$ cat config.mk
export PLATFORM = sky130hd
export DESIGN_NAME = dist_ram_mp
export DESIGN_NICKNAME = d
export VERILOG_FILES = /design/src/rtl/dist_ram_mp.sv
export SDC_FILE = /design/constraint.sdc
export NUM_CORES = 1
export LEC_CHECK = 0
export ABC_AREA = 0
export BUFFER_PORTS_ARGS = -buffer_cell sky130_fd_sc_hd__buf_2
export CAP_MARGIN = 20
export CELL_PAD_IN_SITES_DETAIL_PLACEMENT = 0
export CELL_PAD_IN_SITES_GLOBAL_PLACEMENT = 1
export CORE_ASPECT_RATIO = 0.6
export CORE_MARGIN = 2
export CORE_UTILIZATION = 50
export DETAILED_ROUTE_END_ITERATION = 16
export PLACE_DENSITY = 0.84
export REMOVE_ABC_BUFFERS = 1
export SLEW_MARGIN = 30
export SYNTH_ARGS = -nofsm -noshare
export SYNTH_HDL_FRONTEND = slang
export SYNTH_SLANG_ARGS = --single-unit
$ cat constraint.sdc
create_clock -name CLK -period 3.3 [get_ports CLK]
set_input_delay 0.165 -clock CLK [delete_from_list [all_inputs] [get_ports CLK]]
set_output_delay 0.165 -clock CLK [all_outputs]
set_load 0.02 [all_outputs]
$ cat src/rtl/dist_ram_mp.sv
// ---------------------------------------------------------------------------
// dist_ram_mp
//
// Multi-read-port distributed (LUT) RAM with one synchronous write port,
// NRD independent read ports, an optional registered read stage and a
// hardware clear engine that sweeps every word with a fill value.
// Intended for register files, small lookup tables and descriptor stores.
//
// Parameters
//   WIDTH           data bits per word (1..64)
//   DEPTH           number of words (2..256, power of two)
//   NRD             number of read ports (1..8)
//   OUT_REG         0 = asynchronous read, 1 = read data registered
//   WRITE_FIRST     with OUT_REG=1: 1 = same-cycle write bypassed into DO
//   INIT            power-up contents, word i at [i*WIDTH +: WIDTH]
//   CLR_VALUE       word written by the clear engine
//   IS_CLK_INVERTED 1 = all sequential logic runs on the falling edge of CLK
//
// Ports
//   CLK       in   clock
//   RST       in   asynchronous active-high reset (control logic only)
//   WE        in   write enable, ignored while CLR_BUSY=1
//   WADDR     in   write address
//   DI        in   write data
//   RADDR     in   read addresses, port k at [k*AW +: AW]
//   DO        out  read data, port k at [k*WIDTH +: WIDTH]
//   CLR_REQ   in   clear request, level-sampled while idle
//   CLR_BUSY  out  clear sweep in progress
//   CLR_DONE  out  one-cycle pulse after the last word has been cleared
// ---------------------------------------------------------------------------
module dist_ram_mp #(
   parameter int                         WIDTH           = 4,
   parameter int                         DEPTH           = 64,
   parameter int                         NRD             = 4,
   parameter int                         OUT_REG         = 0,
   parameter int                         WRITE_FIRST     = 0,
   parameter logic [DEPTH*WIDTH-1:0]     INIT            = '0,
   parameter logic [WIDTH-1:0]           CLR_VALUE       = '0,
   parameter logic                       IS_CLK_INVERTED = 1'b0
) (
   input  logic                            CLK,
   input  logic                            RST,
   input  logic                            WE,
   input  logic [$clog2(DEPTH)-1:0]        WADDR,
   input  logic [WIDTH-1:0]                DI,
   input  logic [NRD*$clog2(DEPTH)-1:0]    RADDR,
   output logic [NRD*WIDTH-1:0]            DO,
   input  logic                            CLR_REQ,
   output logic                            CLR_BUSY,
   output logic                            CLR_DONE
);

   localparam int            AW        = $clog2(DEPTH);
   localparam logic [AW-1:0] LAST_ADDR = AW'(DEPTH - 1);
   localparam bit            BYPASS    = (WRITE_FIRST != 0);

   typedef enum logic [1:0] {
      ST_IDLE  = 2'd0,
      ST_CLEAR = 2'd1,
      ST_DONE  = 2'd2
   } clr_state_t;

   // The XOR folds into the clock buffer/flop clock inversion on the device,
   // so every flop below simply uses posedge of clk_int.
   logic clk_int;
   assign clk_int = CLK ^ IS_CLK_INVERTED;

   clr_state_t       state;
   logic [AW-1:0]    cnt;
   logic             busy_q;
   logic             done_q;

   // Clear engine. busy_q/done_q are kept as registered copies of the state
   // so CLR_BUSY/CLR_DONE come straight from flops. The sweep counter stops
   // on the last address and hands over to DONE for exactly one cycle;
   // CLR_REQ is only looked at in IDLE, so a held request restarts a sweep
   // one cycle after DONE rather than immediately.
   always_ff @(posedge clk_int or posedge RST) begin
      if (RST) begin
         state  <= ST_IDLE;
         cnt    <= '0;
         busy_q <= 1'b0;
         done_q <= 1'b0;
      end else begin
         case (state)
            ST_IDLE: begin
               done_q <= 1'b0;
               if (CLR_REQ) begin
                  state  <= ST_CLEAR;
                  cnt    <= '0;
                  busy_q <= 1'b1;
               end
            end
            ST_CLEAR: begin
               if (cnt == LAST_ADDR) begin
                  state  <= ST_DONE;
                  busy_q <= 1'b0;
                  done_q <= 1'b1;
               end else begin
                  cnt <= cnt + 1'b1;
               end
            end
            ST_DONE: begin
               state  <= ST_IDLE;
               done_q <= 1'b0;
            end
            default: begin
               state  <= ST_IDLE;
               busy_q <= 1'b0;
               done_q <= 1'b0;
            end
         endcase
      end
   end

   assign CLR_BUSY = busy_q;
   assign CLR_DONE = done_q;

   // Single physical write port shared between the user and the clear
   // engine. While sweeping, the engine owns the port and user writes are
   // dropped; the read bypass below uses these same signals so sweep writes
   // are forwarded exactly like user writes.
   logic             wr_en;
   logic [AW-1:0]    wr_addr;
   logic [WIDTH-1:0] wr_data;

   always_comb begin
      wr_en   = WE;
      wr_addr = WADDR;
      wr_data = DI;
      if (busy_q) begin
         wr_en   = 1'b1;
         wr_addr = cnt;
         wr_data = CLR_VALUE;
      end
   end

   function automatic logic [WIDTH-1:0] init_word(input logic [AW-1:0] a);
      return INIT[int'(a)*WIDTH +: WIDTH];
   endfunction

   // The LUT array stores each word XORed with its INIT value. The array
   // itself therefore powers up at all zeros (the device default for LUT
   // RAM), needs no initialiser, and still reads back INIT before the first
   // write. There is deliberately no reset here: RST never touches contents.
   logic [WIDTH-1:0] mem [DEPTH];

   always_ff @(posedge clk_int) begin
      if (wr_en) begin
         mem[wr_addr] <= wr_data ^ init_word(wr_addr);
      end
   end

   // Per-port asynchronous read plus the value the optional output register
   // should capture (bypassed write data on an address hit in write-first
   // mode, otherwise the pre-write array contents).
   logic [NRD*WIDTH-1:0] rd_word;
   logic [NRD*WIDTH-1:0] nxt_word;
   logic [NRD*WIDTH-1:0] do_q;

   for (genvar k = 0; k < NRD; k++) begin : g_port
      logic [AW-1:0] ra;
      assign ra = RADDR[k*AW +: AW];
      assign rd_word[k*WIDTH +: WIDTH]  = mem[ra] ^ init_word(ra);
      assign nxt_word[k*WIDTH +: WIDTH] = (BYPASS && wr_en && (wr_addr == ra))
                                          ? wr_data
                                          : rd_word[k*WIDTH +: WIDTH];
   end

   // Registered read stage. When OUT_REG=0 nothing observes do_q and the
   // flops are trimmed away.
   always_ff @(posedge clk_int or posedge RST) begin
      if (RST) begin
         do_q <= '0;
      end else begin
         do_q <= nxt_word;
      end
   end

   assign DO = (OUT_REG != 0) ? do_q : rd_word;

endmodule

==> results_dict.tcl <==
set metrics [dict create \
    path_buf_inv 1 \
    timing.final.crit_share_pct 92.2 \
    grt_max_degree 65 \
    slew_violations 0 \
    cp_cell_sequence "mux4_1, mux4_2, nor2b_1, a211oi_2, a31oi_1, buf_2" \
    powerDensity_nw_per_um2 523 \
    drt_iter0_markers 2273 \
    wl_per_cell_um 35.8 \
    antenna_left 0 \
    cts.sink_count 266 \
    max_slew_margin_pct 42.1 \
    antenna_found_initial 1 \
    cap_violations 0 \
    postCtsSetupBuffers 0 \
    grt_usage_pct 31.8 \
    fin_crit_ns 3.04 \
    avgViaCountPerCell 7.75 \
    required_ns 3.13 \
    p_seq_share_pct 43.3 \
    swShare_pct 32.6 \
    skew_ns 0.0327 \
    fin_ws_ns 0.258 \
    cts_resized 0 \
    netlist_area_um2 17100 \
    status "finished, final reports clean" \
    power_frac_clock_pct 31.6 \
    worstSetupEndpointType "output pin" \
    p_leak_nw 6.10 \
    cpLargestDelayFamily "multiplexers" \
    clockBufferDepth 3 \
    tightest_slew_ns 0.868 \
    ys_types 48 \
    async_flop_share_pct 3.76 \
    cts_tree "done" \
    timing.rr.end "mem[45][0]$_DFFE_PP_" \
    cts-buffers-inserted 26 \
    yosys_warnings 0 \
    grt_pass1_vias 11700 \
    place_ws_ns 0.641 \
    comb_power_share_pct 25.1 \
    die_y_um 147 \
    start_kind "flip-flop" \
    rows 52 \
    busiest_layer "met1" \
    nFillCells 2602 \
    final-setup-viol-count 0 \
    route.detailed.drc 0 \
    layout.nets 1133 \
    core_region_area_um2 33800 \
    synthCells 1053 \
    post_synth.cell_area_avg_um2 16.3 \
    die_x_um 243 \
    layout_commonest_cell "edfxtp_1" \
    crit_end "DO[7]" \
    multi_input_area_um2 8690 \
    diodes 0 \
    dpl.cell_count 1523 \
    worst-setup-path-type "flip-flop to output pin" \
    root_buffer "clkbuf_16" \
    clock_latency_ns 0.58 \
    hold_viol 0 \
    path_max_fanout 4 \
    overflow 0 \
    hold_class "input port to async pin" \
    ios 56 \
    area_growth_pct 10.2 \
    final_area_um2 18900 \
    synth_seq_cells 266 \
    arrival_ns 2.88 \
    place_area_um2 18000 \
    crit_path_start "mem[19][3]$_DFFE_PP_" \
    yosysSeqAreaShare_pct 46.3 \
    layout_common_cells "256 x edfxtp_1, 228 x mux4_2, 83 x nor2_1" \
    rsz0062_at_grt "no" \
    synth_edf_count 256 \
    reg2reg_from "CLR_BUSY$_DFFE_PP0P_" \
    port_buffers 55 \
    slowest_delay_ns 0.54 \
    layout-drive-gt1-share_pct 39.0 \
    peakVddDrop_uv 455 \
    grt_pass1_wl_um 82000 \
    use_met3_pct 15.1 \
    vias 12200 \
    p_int_mw 6.66 \
    place_congestion 1.02 \
    worst_r2r_path_depth 4 \
    dp_hpwl_um 40300 \
    clk_pin_slew_ns 0.07 \
    met2_usage_pct 41.8 \
    ys.flop_type "edfxtp_1" \
    h-tree-depth 1 \
    cp.depth 6 \
    gr-usage-met1_pct 48.0 \
    switching_power_mw 3.21 \
    rrSetupSlack_ns 0.68 \
    slowest_stage "mux4_1" \
    regArea_um2 7940 \
    setup_tns_ns 0 \
    final_cells 1573 \
    die_area_um2 35800 \
    drt_first_pass_iters 6 \
    clock.fmax_mhz 329 \
    drt_wl_total_um 56300 \
    start_util_pct 50.8 \
]
==> layout make-up <==
| cell class | count | share of cell area (%) |
|---|---|---|
| inverter | 7 | 0.139 |
| multi-input combinational | 685 | 46.0 |
| sequential | 266 | 42.0 |
| clock inverter | 20 | 1.15 |
| timing repair buffer | 108 | 4.16 |
| tap | 459 | 3.04 |
| clock buffer | 28 | 3.49 |
==> how the worst min path moves through the flow <==
stage,startpoint,to,slack [ns],cells after the start
after floorplan,RST,CLR_BUSY$_DFFE_PP0P_,0.005,1
after global placement,RST,cnt[0]$_DFFE_PP0P_,0.16,2
after detailed placement,RST,cnt[1]$_DFFE_PP0P_,0.17,2
after CTS,RST,cnt[1]$_DFFE_PP0P_,0.10,3
after global routing,RST,cnt[2]$_DFFE_PP0P_,0.13,3
final,RST,cnt[1]$_DFFE_PP0P_,0.10,3
==> registers in the layout, summed over array words and instances, names as in the netlist <==
signal,count
CLR_BUSY,1
CLR_DONE,1
cnt,6
mem,256
state,2
==> worst register-to-register path, cell delays in order, from the launching register on <==
cell and delay [ns]:
dfrtp_1 0.37, inv_1 0.14, o21ai_0 0.55, nand2_1 0.58, nor2_1 0.60
==> metrics by stage <==
step | util (%) | hold slack [ns] | total power [mW]
global placement | 53.3 | 0.156 | 6.67
finish | 55.9 | 0.102 | 9.87
global route | 55.9 | 0.134 | 10.1
CTS | 55.9 | 0.103 | 9.79
floorplan | - | 0.00518 | 5.57
detailed placement | 53.3 | 0.165 | 6.71
==> power groups by stage <==
stage	Combinational, mW	Clock (mW)	Sequential, mW
floorplan	1.31	0	4.26
global route	2.56	3.27	4.30
finish	2.48	3.12	4.28
CTS	2.39	3.13	4.26
detailed placement	2.37	0	4.33
global placement	2.36	0	4.32
==> synth_stat cells (3+ instances only) <==
cell type | count | share of area (%)
a211oi_1 | 9 | 0.39
a21oi_1 | 11 | 0.32
a221oi_1 | 8 | 0.41
a22oi_1 | 8 | 0.35
a31o_1 | 7 | 0.36
a31oi_1 | 10 | 0.36
a32o_1 | 3 | 0.18
buf_1 | 6 | 0.13
buf_2 | 36 | 1.1
buf_4 | 20 | 0.88
clkbuf_1 | 29 | 0.63
dfrtp_1 | 10 | 1.5
edfxtp_1 | 256 | 45
inv_1 | 7 | 0.15
mux2_2 | 45 | 3.0
mux2i_1 | 39 | 2.3
mux4_1 | 24 | 3.7
mux4_2 | 228 | 30
nand2_1 | 48 | 1.1
nand2b_1 | 6 | 0.22
nand3_1 | 14 | 0.41
nand3b_1 | 7 | 0.31
nor2_1 | 83 | 1.8
nor2b_1 | 12 | 0.44
nor3_1 | 5 | 0.15
nor3b_1 | 5 | 0.22
nor4_1 | 6 | 0.22
o21ai_0 | 29 | 0.85
o221ai_1 | 16 | 0.82
o22ai_1 | 26 | 0.95
o311ai_0 | 12 | 0.61
or3_1 | 3 | 0.11
or3b_2 | 4 | 0.20
==> per-layer routing <==
metal	vias up	routed length, um
met5	-	16
met4	2	1570
met3	139	10400
met2	1162	22300
met1	6213	21900
li1	4669	-
==> kinds of logic (layout without fill, tap and decap cells) <==
| family | after synthesis | after routing | synth area share, % |
|---|---|---|---|
| XOR/XNOR | 2 | 2 | 0.102 |
| AND/OR/NAND/NOR | 195 | 195 | 5.21 |
| flip-flops | 266 | 266 | 46.3 |
| adder cells (fa/ha/maj) | 1 | 1 | 0.0730 |
| buffers and inverters | 102 | 163 | 3.21 |
| AO/OA/AOI/OAI | 151 | 151 | 6.24 |
| multiplexers | 336 | 336 | 38.9 |
==> what timing repair did <==
action                                  4_1_cts  5_1_grt
hold buffers                                  2        0
endpoints found under the setup margin        0        0
hold endpoints to repair                     13        0
Note: power is estimated with default switching activity, not from simulation.
